[src/rtl/traffic_light_monitor_if.sv]
// Observation bundle between a traffic_light controller's light bus and its monitor.
// master = whoever drives light/err_clr; slave = the monitor producing the status outputs.
interface traffic_light_monitor_if #(
    parameter int CNT_W = 8
);
    logic [1:0]       light;
    logic             err_clr;
    logic [1:0]       cur_phase;
    logic [CNT_W-1:0] dwell;
    logic [15:0]      cycle_count;
    logic             seq_err;
    logic             illegal_code;
    logic             dwell_err;
    logic             err_sticky;
    logic [1:0]       dbg_state;   // {tracking, first}

    modport master (
        output light, err_clr,
        input  cur_phase, dwell, cycle_count, seq_err, illegal_code,
               dwell_err, err_sticky, dbg_state
    );

    modport slave (
        input  light, err_clr,
        output cur_phase, dwell, cycle_count, seq_err, illegal_code,
               dwell_err, err_sticky, dbg_state
    );
endinterface

[src/rtl/traffic_light_monitor.sv]
// Passive Red->Green->Yellow order and dwell-time checker for the traffic_light bus.
// Dwell min/max checking is compiled in only when TL_MON_DWELL_CHECK_EN is defined.
module traffic_light_monitor #(
    parameter int CNT_W      = 8,
    parameter int RED_MIN    = 4,
    parameter int RED_MAX    = 8,
    parameter int GREEN_MIN  = 4,
    parameter int GREEN_MAX  = 8,
    parameter int YELLOW_MIN = 2,
    parameter int YELLOW_MAX = 3
) (
    input  logic                   clock,
    input  logic                   reset,
    traffic_light_monitor_if.slave mon
);

    typedef enum logic {
        ST_SYNC  = 1'b0,
        ST_TRACK = 1'b1
    } state_t;

    localparam logic [1:0]       CODE_RED    = 2'b00;
    localparam logic [1:0]       CODE_GREEN  = 2'b01;
    localparam logic [1:0]       CODE_YELLOW = 2'b10;
    localparam logic [1:0]       CODE_ILL    = 2'b11;
    localparam logic [CNT_W-1:0] DWELL_SAT   = '1;
    localparam logic [CNT_W-1:0] DWELL_ONE   = CNT_W'(1);

    state_t           state_q, state_d;
    logic [1:0]       phase_q, phase_d;
    logic [CNT_W-1:0] dwell_q, dwell_d;
    logic             first_q, first_d;
    logic [15:0]      cycle_q, cycle_d;
    logic             seq_err_q, seq_err_d;
    logic             ill_q, ill_d;
    logic             dwell_err_q, dwell_err_d;
    logic             sticky_q, sticky_d;
    logic             legal_step;

    assign legal_step = ((phase_q == CODE_RED)    && (mon.light == CODE_GREEN))  ||
                        ((phase_q == CODE_GREEN)  && (mon.light == CODE_YELLOW)) ||
                        ((phase_q == CODE_YELLOW) && (mon.light == CODE_RED));

    always_comb begin
        state_d   = state_q;
        phase_d   = phase_q;
        dwell_d   = dwell_q;
        first_d   = first_q;
        cycle_d   = cycle_q;
        seq_err_d = 1'b0;
        ill_d     = 1'b0;

        case (state_q)
            ST_SYNC: begin
                if (mon.light == CODE_ILL) begin
                    ill_d = 1'b1;
                end else begin
                    state_d = ST_TRACK;
                    phase_d = mon.light;
                    dwell_d = DWELL_ONE;
                    first_d = 1'b1;
                end
            end
            ST_TRACK: begin
                if (mon.light == CODE_ILL) begin
                    ill_d   = 1'b1;
                    state_d = ST_SYNC;
                    phase_d = CODE_ILL;
                    dwell_d = '0;
                    first_d = 1'b0;
                end else if (mon.light == phase_q) begin
                    if (dwell_q != DWELL_SAT) dwell_d = dwell_q + DWELL_ONE;
                end else if (legal_step) begin
                    phase_d = mon.light;
                    dwell_d = DWELL_ONE;
                    first_d = 1'b0;
                    if (phase_q == CODE_YELLOW) cycle_d = cycle_q + 16'd1;
                end else begin
                    // Out-of-order change: restart on the new code as a partial phase.
                    seq_err_d = 1'b1;
                    phase_d   = mon.light;
                    dwell_d   = DWELL_ONE;
                    first_d   = 1'b1;
                end
            end
            default: state_d = ST_SYNC;
        endcase
    end

`ifdef TL_MON_DWELL_CHECK_EN
    logic        max_done_q, max_done_d;
    logic [31:0] cur_min, cur_max;
    logic [31:0] dwell_ext;

    assign dwell_ext = 32'(dwell_q);

    always_comb begin
        cur_min = 32'(RED_MIN);
        cur_max = 32'(RED_MAX);
        case (phase_q)
            CODE_GREEN: begin
                cur_min = 32'(GREEN_MIN);
                cur_max = 32'(GREEN_MAX);
            end
            CODE_YELLOW: begin
                cur_min = 32'(YELLOW_MIN);
                cur_max = 32'(YELLOW_MAX);
            end
            default: begin
                cur_min = 32'(RED_MIN);
                cur_max = 32'(RED_MAX);
            end
        endcase
    end

    // max_done_q keeps a saturated counter from pulsing again within one phase.
    always_comb begin
        dwell_err_d = 1'b0;
        max_done_d  = 1'b0;
        if ((state_q == ST_TRACK) && (mon.light != CODE_ILL)) begin
            if (mon.light == phase_q) begin
                max_done_d = max_done_q;
                if (!max_done_q && (dwell_ext == cur_max)) begin
                    dwell_err_d = 1'b1;
                    max_done_d  = 1'b1;
                end
            end else if (legal_step && !first_q && (dwell_ext < cur_min)) begin
                dwell_err_d = 1'b1;
            end
        end
    end

    always_ff @(posedge clock or posedge reset) begin
        if (reset) max_done_q <= 1'b0;
        else       max_done_q <= max_done_d;
    end
`else
    assign dwell_err_d = 1'b0;
`endif

    assign sticky_d = seq_err_d | ill_d | dwell_err_d | (sticky_q & ~mon.err_clr);

    always_ff @(posedge clock or posedge reset) begin
        if (reset) begin
            state_q     <= ST_SYNC;
            phase_q     <= CODE_ILL;
            dwell_q     <= '0;
            first_q     <= 1'b0;
            cycle_q     <= '0;
            seq_err_q   <= 1'b0;
            ill_q       <= 1'b0;
            dwell_err_q <= 1'b0;
            sticky_q    <= 1'b0;
        end else begin
            state_q     <= state_d;
            phase_q     <= phase_d;
            dwell_q     <= dwell_d;
            first_q     <= first_d;
            cycle_q     <= cycle_d;
            seq_err_q   <= seq_err_d;
            ill_q       <= ill_d;
            dwell_err_q <= dwell_err_d;
            sticky_q    <= sticky_d;
        end
    end

    assign mon.cur_phase    = phase_q;
    assign mon.dwell        = dwell_q;
    assign mon.cycle_count  = cycle_q;
    assign mon.seq_err      = seq_err_q;
    assign mon.illegal_code = ill_q;
    assign mon.dwell_err    = dwell_err_q;
    assign mon.err_sticky   = sticky_q;
    assign mon.dbg_state    = {state_q == ST_TRACK, first_q};

endmodule

[src/flat_wrapper.sv]
// flat-port wrapper written by rule: the top's interface ports become plain ports
module traffic_light_monitor_flat 
#(
    parameter int CNT_W      = 8,
    parameter int RED_MIN    = 4,
    parameter int RED_MAX    = 8,
    parameter int GREEN_MIN  = 4,
    parameter int GREEN_MAX  = 8,
    parameter int YELLOW_MIN = 2,
    parameter int YELLOW_MAX = 3
)
  (clock, reset, mon_light, mon_err_clr, mon_cur_phase, mon_dwell, mon_cycle_count, mon_seq_err, mon_illegal_code, mon_dwell_err, mon_err_sticky, mon_dbg_state);
  traffic_light_monitor_if #(.CNT_W(CNT_W)) mon_i ();
  input  logic clock;
  input  logic reset;
  input wire logic [$bits(mon_i.light)-1:0] mon_light;
  input wire logic [$bits(mon_i.err_clr)-1:0] mon_err_clr;
  output wire logic [$bits(mon_i.cur_phase)-1:0] mon_cur_phase;
  output wire logic [$bits(mon_i.dwell)-1:0] mon_dwell;
  output wire logic [$bits(mon_i.cycle_count)-1:0] mon_cycle_count;
  output wire logic [$bits(mon_i.seq_err)-1:0] mon_seq_err;
  output wire logic [$bits(mon_i.illegal_code)-1:0] mon_illegal_code;
  output wire logic [$bits(mon_i.dwell_err)-1:0] mon_dwell_err;
  output wire logic [$bits(mon_i.err_sticky)-1:0] mon_err_sticky;
  output wire logic [$bits(mon_i.dbg_state)-1:0] mon_dbg_state;
  assign mon_i.light = mon_light;
  assign mon_i.err_clr = mon_err_clr;
  assign mon_cur_phase = mon_i.cur_phase;
  assign mon_dwell = mon_i.dwell;
  assign mon_cycle_count = mon_i.cycle_count;
  assign mon_seq_err = mon_i.seq_err;
  assign mon_illegal_code = mon_i.illegal_code;
  assign mon_dwell_err = mon_i.dwell_err;
  assign mon_err_sticky = mon_i.err_sticky;
  assign mon_dbg_state = mon_i.dbg_state;
  traffic_light_monitor #(.CNT_W(CNT_W), .RED_MIN(RED_MIN), .RED_MAX(RED_MAX), .GREEN_MIN(GREEN_MIN), .GREEN_MAX(GREEN_MAX), .YELLOW_MIN(YELLOW_MIN), .YELLOW_MAX(YELLOW_MAX)) u_core (.clock(clock), .reset(reset), .mon(mon_i));
endmodule
[config.mk]
export PLATFORM = sky130hd
export DESIGN_NAME = traffic_light_monitor_flat
export DESIGN_NICKNAME = d
export VERILOG_FILES = /design/src/rtl/traffic_light_monitor_if.sv /design/src/rtl/traffic_light_monitor.sv /design/src/flat_wrapper.sv
export SDC_FILE = /design/constraint.sdc
export NUM_CORES = 1
export LEC_CHECK = 0
export BUFFER_PORTS_ARGS = -buffer_cell sky130_fd_sc_hd__buf_2
export CAP_MARGIN = 10
export CORE_ASPECT_RATIO = 0.5
export CORE_MARGIN = 1
export CORE_UTILIZATION = 48
export DETAILED_ROUTE_END_ITERATION = 10
export GPL_TIMING_DRIVEN = 0
export PLACE_DENSITY = 0.73
export SYNTH_ARGS = -nofsm -noshare
export SYNTH_HDL_FRONTEND = slang
export SYNTH_SLANG_ARGS = --single-unit
[constraint.sdc]
create_clock -name clock -period 1.4 [get_ports clock]
set_input_delay 0.07 -clock clock [delete_from_list [all_inputs] [get_ports clock]]
set_output_delay 0.07 -clock clock [all_outputs]
set_load 0.1 [all_outputs]
# Word-level counts from Yosys, hierarchy flattened
# Cells that the tools add are included.
[classes] reduce_logical=10 n_bitwise=7 n_addsub=2 muxes=19 n_eq_ne=10
[ops] op="two-way mux 8 bit" count=4
[ops] op="adder 16 x 1 -> 16 bit (second input constant)" count=1
[ops] op="one-hot mux 8 bit (2 select lines)" count=1
[ops] op="two-way mux 1 bit" count=9
[ops] op="adder 8 x 1 -> 8 bit (second input constant)" count=1
[ops] op="inequality test 8 bit (second input constant)" count=1
[ops] op="equality test 2 bit (second input constant)" count=3
[ops] op="two-way mux 2 bit" count=3
[ops] op="AND reduction 5 bit" count=1
[ops] op="equality test 2 x 1 -> 1 bit (second input constant)" count=2
[ops] op="zero test 2 bit" count=2
[ops] op="inequality test 4 bit (second input constant)" count=1
[ops] op="inverter 1 bit" count=4
[ops] op="one-hot mux 2 bit (2 select lines)" count=1
[ops] op="AND reduction 2 bit" count=2
[ops] op="logical AND 1 bit" count=3
[ops] op="inequality test 3 bit (second input constant)" count=1
[ops] op="equality test 2 bit" count=1
[ops] op="logical OR 1 bit" count=2
[ops] op="inequality test 2 bit (second input constant)" count=1
[ops] op="bitwise OR 1 bit" count=2
[ops] op="one-hot mux 1 bit (2 select lines)" count=1
[ops] op="bitwise AND 1 bit" count=1
[word_totals] in_bits=5 regBits=31

# Depth between registers and ports, before layout
[logic_depth] word_depth=10 ltp_mapped=6 ltp_nobuf=5

# Least setup slack after synthesis
# No wires, ideal clock.
[synth_timing] path_type="reg2reg" start="register u_core.cycle_q[0] (netlist: u_core.mon.cycle_count[0])" end="register u_core.cycle_q[10] (netlist: u_core.mon.cycle_count[10])" arrival_time_ns=1.933 period_less_slack_ns=2.091 slack_ns=-0.691 setup_time_ns=0.158 stages_incl_launch_ff=6 cell_sequence="dfrtp_1 ha_1 and4b_1 and4_1 nand4_1 xnor2_1"
[synth_via] elab_chain_cells=1
[synth_rtl] item="start: declaration" line_no="traffic_light_monitor.sv:33" source="logic [15:0] cycle_q, cycle_d;"
[synth_rtl] item="start signal: assignment" line_no="traffic_light_monitor.sv:159" source="cycle_q <= cycle_d;"
[synth_rtl] item="adder 16 x 1 -> 16 bit" line_no="traffic_light_monitor.sv:77" source="if (phase_q == CODE_YELLOW) cycle_d = cycle_q + 16'd1;"
# Every way passes these cells.
# A chain may end at the register's enable or synchronous reset.

# Final worst setup path
[layout_timing] start="register u_core.phase_q[0] (netlist: u_core.mon.cur_phase[0])" end="register u_core.dwell_q[4] (netlist: u_core.mon.dwell[4])"
[layout_via] elab_chain_cells=4 word_cells_on_any_way=6 classes_between="eq/ne: 2; mux: 3; reduce/logical: 1"
[layout_rtl] item="start: declaration" line_no="traffic_light_monitor.sv:30" source="logic [1:0] phase_q, phase_d;"
[layout_rtl] item="start signal: assignment" line_no="traffic_light_monitor.sv:156" source="phase_q <= phase_d;"
[layout_rtl] item="equality test 2 bit (*)" line_no="traffic_light_monitor.sv:71" source="end else if (mon.light == phase_q) begin"
[layout_rtl] item="two-way mux 8 bit" line_no="traffic_light_monitor.sv:71"
[layout_rtl] item="two-way mux 8 bit" line_no="traffic_light_monitor.sv:65" source="if (mon.light == CODE_ILL) begin"
[layout_rtl] item="one-hot mux 8 bit (2 select lines)" line_no="traffic_light_monitor.sv:53" source="case (state_q)"
[layout_rtl] item="end signal: assignment" line_no="traffic_light_monitor.sv:157" source="dwell_q <= dwell_d;"
[layout_rtl] item="end: declaration" line_no="traffic_light_monitor.sv:31" source="logic [CNT_W-1:0] dwell_q, dwell_d;"
# Every way passes the cells marked *; elsewhere a longest branch is shown, timed or not.

==> results.md <==
Finish:
- The number of antenna diodes is 0.
- The top cell types in the final layout, fill and taps aside, are 36 x buf_2, 17 x buf_4, 12 x dfrtp_2, 10 x dfrtp_1, 9 x inv_1.
- The proportion of layout cells with a drive suffix above 1 is roughly three fifths.
- With fillers left out, the area of the finished cells amounts to 2460 µm².
- The number of standard cells in the layout, taps in and fillers out is roughly 260.
- The growth of design area from synthesis to finish is 48.7%.
- The most frequent standard cell in the layout excluding fill and tap cells is buf_2.
- Counting the fill cells in the layout gives 197.
- After the last flow step, the layout net total stands at approximately 230.

Timing:
- The final critical path takes up 115% of the cycle.
- Static timing analysis puts the maximum clock frequency at just over 0.6 GHz.
- The maximum clock skew at final layout is 0.00615 ns.
- Subtracting the final worst setup slack from the clock period gives 1.61 ns.
- The number of pins with negative max-slew slack in the final report is 0.
- Setup violations remaining at the end of the flow were counted as 24.
- In the post-route analysis, the smallest setup slack over all paths is -0.214 ns.
- The summed negative setup slack over all endpoints is -3.01 ns.
- Setup repair after global routing could not meet its margin everywhere.
- The hold violation count in the final report is 0.

Floorplanning:
- The die covers about 3700 µm².
- The floorplan step set the die width to ~85 µm.
- The die is between 40 and 50 µm tall.
- The initial standard-cell utilization of the core is a little over half.
- The standard-cell row count is 14.
- The core region is roughly 3100 µm².
- During I/O placement, the number of pins put on the boundary was 37.

Clock network:
- The later pin in the worst-skew pair is clocked with a latency of 0.29 ns.
- The root cell of the clock tree is clkbuf_8.
- The clock sink count is 31.
- The worst-case clock buffer depth is 2.
- TritonCTS built the clock tree.
- The total clock buffers created by CTS is 5.
- The H-tree generated during clock tree synthesis spans 2 levels.
- The clock-pin slew of the registers on the worst-case setup and hold paths is approximately 0.070 ns.

Synthesis:
- During synthesis, Yosys emitted a total of 0 warnings.
- For this run, the leading register cell type out of synthesis is dfrtp_1.
- Counting flops and latches in the post-synthesis netlist gives 31.
- The mean area per synthesized cell is ~10 µm².
- The instance count of the mapped netlist is 161.
- Of the synthesized area, sequential elements account for between 40% and 50%.
- In the synthesized netlist the async set-or-reset flop fraction comes to 100%.
- When the netlist entered floorplanning its net count stood at around 170.
- After synthesis the cells add up to around 1700 µm².
- The number of distinct standard cells referenced by the synthesized netlist is 50.
- Yosys mapped a number of flops with a built-in enable equal to 0.

Hold path:
- The worst hold path belongs to the class in2reg.
- Along the worst hold path, the cell count comes to 3.

Power and ir drop:
- The worst ir drop on vdd is between 700 and 800 µV.
- For this design the ratio of total power to cell area is ~1300 nW/µm².
- For this design the static power due to leakage is approximately 1.1 nW.
- The total power after layout is about 3.2 mW.

Route:
- After detailed routing, the average wire length per cell comes to approximately 16 µm.
- In the routed layout, each cell is associated on average with a via count of ~5.7.
- The number of optimization iterations in the first detailed-route pass is 4.
- For this block, the initial DRC count from the detailed router was 53.
- The detail route stage leaves a number of antenna-violating nets equal to 0.
- The number of DRC violations after detailed routing is 0.
- The routed via count is around 1,500.
- The sum of routed wire length over all layers is 4.30 mm.

Placement:
- Once detailed placement completed, the half-perimeter wirelength came to roughly 2.3 mm.
- The area after detailed placement is ~2000 µm².
- The number of placed instances, taps included, is 236.
- Buffers placed on the I/O ports in this run total 35.
- Routability-driven placement finished with a final weighted congestion of approximately 0.84.

GRT:
- The number of antenna violations at the first check in global routing came to 0.
- The maximum number of pins on one net before global-route repair is 32.
- The total routing usage reported by global routing is 22.4%.
- The number of global-route vias before repair is 1,330.
- The total overflow reported by the global router is 0.
- The global-route wire length before repair is roughly 6.2 mm.

Critical path:
- The kind of launch point of the worst setup path is a flip-flop.
- The kind of capture point of the worst setup path is a flip-flop.
- The maximum net fanout on the critical path is 6.
- The critical path required time is 1.60 ns.
- By startpoint and endpoint, the worst setup path is classified as reg2reg.
- The arrival time of the worst setup path is about 1.8 ns.
- The worst register-to-register path has a depth of 5.

Status:
- The final reports fail on negative setup slack.
- The flow ran to the end, but the final reports show violations.

Flow run:
- Across the run, the number of max-cap violations was 0.
-- power breakdown --
part / switching, mW / total (mW) / internal [mW]
clock network: 0.344 / 0.919 / 0.575
logic: 0.810 / 1.12 / 0.313
registers: 0.116 / 1.12 / 1.01
total: 1.27 / 3.16 / 1.89
-- state kept, by name (all words and copies together) (netlist names) --
signal,cells
u_core.mon.illegal_code,1
u_core.mon.seq_err,1
u_core.mon.cycle_count,16
u_core.mon.err_sticky,1
u_core.first_q,1
u_core.state_q,1
u_core.mon.dwell,8
u_core.mon.cur_phase,2
-- cell usage after synthesis, types with 2 or more instances --
cell      instances  area share [%]
o21ai_0           2            0.60
dfstp_2           2             3.2
nand2_1          10             2.3
xnor2_1          11             5.8
a21oi_1           9             2.7
nor2_1            8             1.8
xor2_1            5             2.6
ha_1              2             1.5
a31o_1            2             1.1
inv_1             9             2.0
dfrtp_1          29              44
buf_2             3            0.91
o31ai_1           2            0.91
and3_1            5             1.9
and2_1            2            0.76
and4_1            4             2.1
a31oi_1           5             1.9
nand4_1           3             1.1
and4b_1           2             1.2
nand3_1           9             2.7
nor3b_1           2            0.91
clkbuf_1          2            0.45
nor3_1            3            0.91
buf_4             4             1.8
-- cell families after synthesis --
kind of cell             share of synthesized area (%)
flip-flops                                        47.0
multiplexers                                      1.36
AND/OR/NAND/NOR                                   20.5
other                                            0.227
AO/OA/AOI/OAI                                     13.2
adder cells (fa/ha/maj)                           2.12
XOR/XNOR                                          8.47
buffers and inverters                             7.18
-- worst max-delay path, stage by stage, from the launching register on --
cell	delay, ns
dfstp_4	0.68
nand4bb_4	0.15
o22ai_4	0.30
buf_4	0.17
a41oi_2	0.10
nor3_1	0.13
-- path summary, 6_finish.rpt --
check | startpoint | endpoint | slack [ns]
setup / recovery | u_core.mon.cur_phase[0] | u_core.mon.dwell[4] | -0.21
hold / removal | mon_err_clr | u_core.mon.err_sticky | 0.06
setup reg to reg | u_core.mon.cur_phase[0] | u_core.mon.dwell[4] | -0.21
hold reg to reg | u_core.mon.cycle_count[15] | u_core.mon.cycle_count[15] | 0.47
max in group asynchronous | reset | u_core.mon.cur_phase[0] | 0.53
min in group asynchronous | reset | u_core.mon.cycle_count[7] | 0.33
-- timing repair --
item | CTS | global route
resized for setup | 25 | 22
endpoints found under the hold margin | 0 | 8
hold buffers | 0 | 1
pin swaps | 12 | 8
setup buffers | 9 | 7
cloned | 1 | 0
endpoints found under the setup margin | 23 | 27
-- routing by layer --
metal  GRT usage, %  part of all wire [%]
met1           28.4                    47
met2           38.4                    48
met3           6.29                   3.9
met4           7.12                   1.2
met5              0                     0
-- through the flow --
stage | utilization [%] | hold WS (ns) | setup WS [ns]
after CTS | 72.2 | 0.0517 | -0.168
after detailed placement | 62.4 | 0.354 | -0.216
final | 78.5 | 0.0595 | -0.214
after global placement | 62.4 | 0.350 | -0.209
after floorplan | - | 0.171 | -0.349
after global routing | 78.5 | 0.0642 | -0.279
-- layout make-up --
cell class | count | area (µm²) | share of cell area [%]
inverters | 11 | 55.1 | 2.24
plain buffers | 10 | 88.8 | 3.61
clock inverters | 2 | 35.0 | 1.42
multi-input cells | 109 | 965 | 39.2
well taps | 40 | 50.0 | 2.03
repair buffers | 54 | 358 | 14.5
clock buffers | 6 | 82.6 | 3.36
flip-flops and latches | 31 | 827 | 33.6
(Power assumes the default switching activity.)
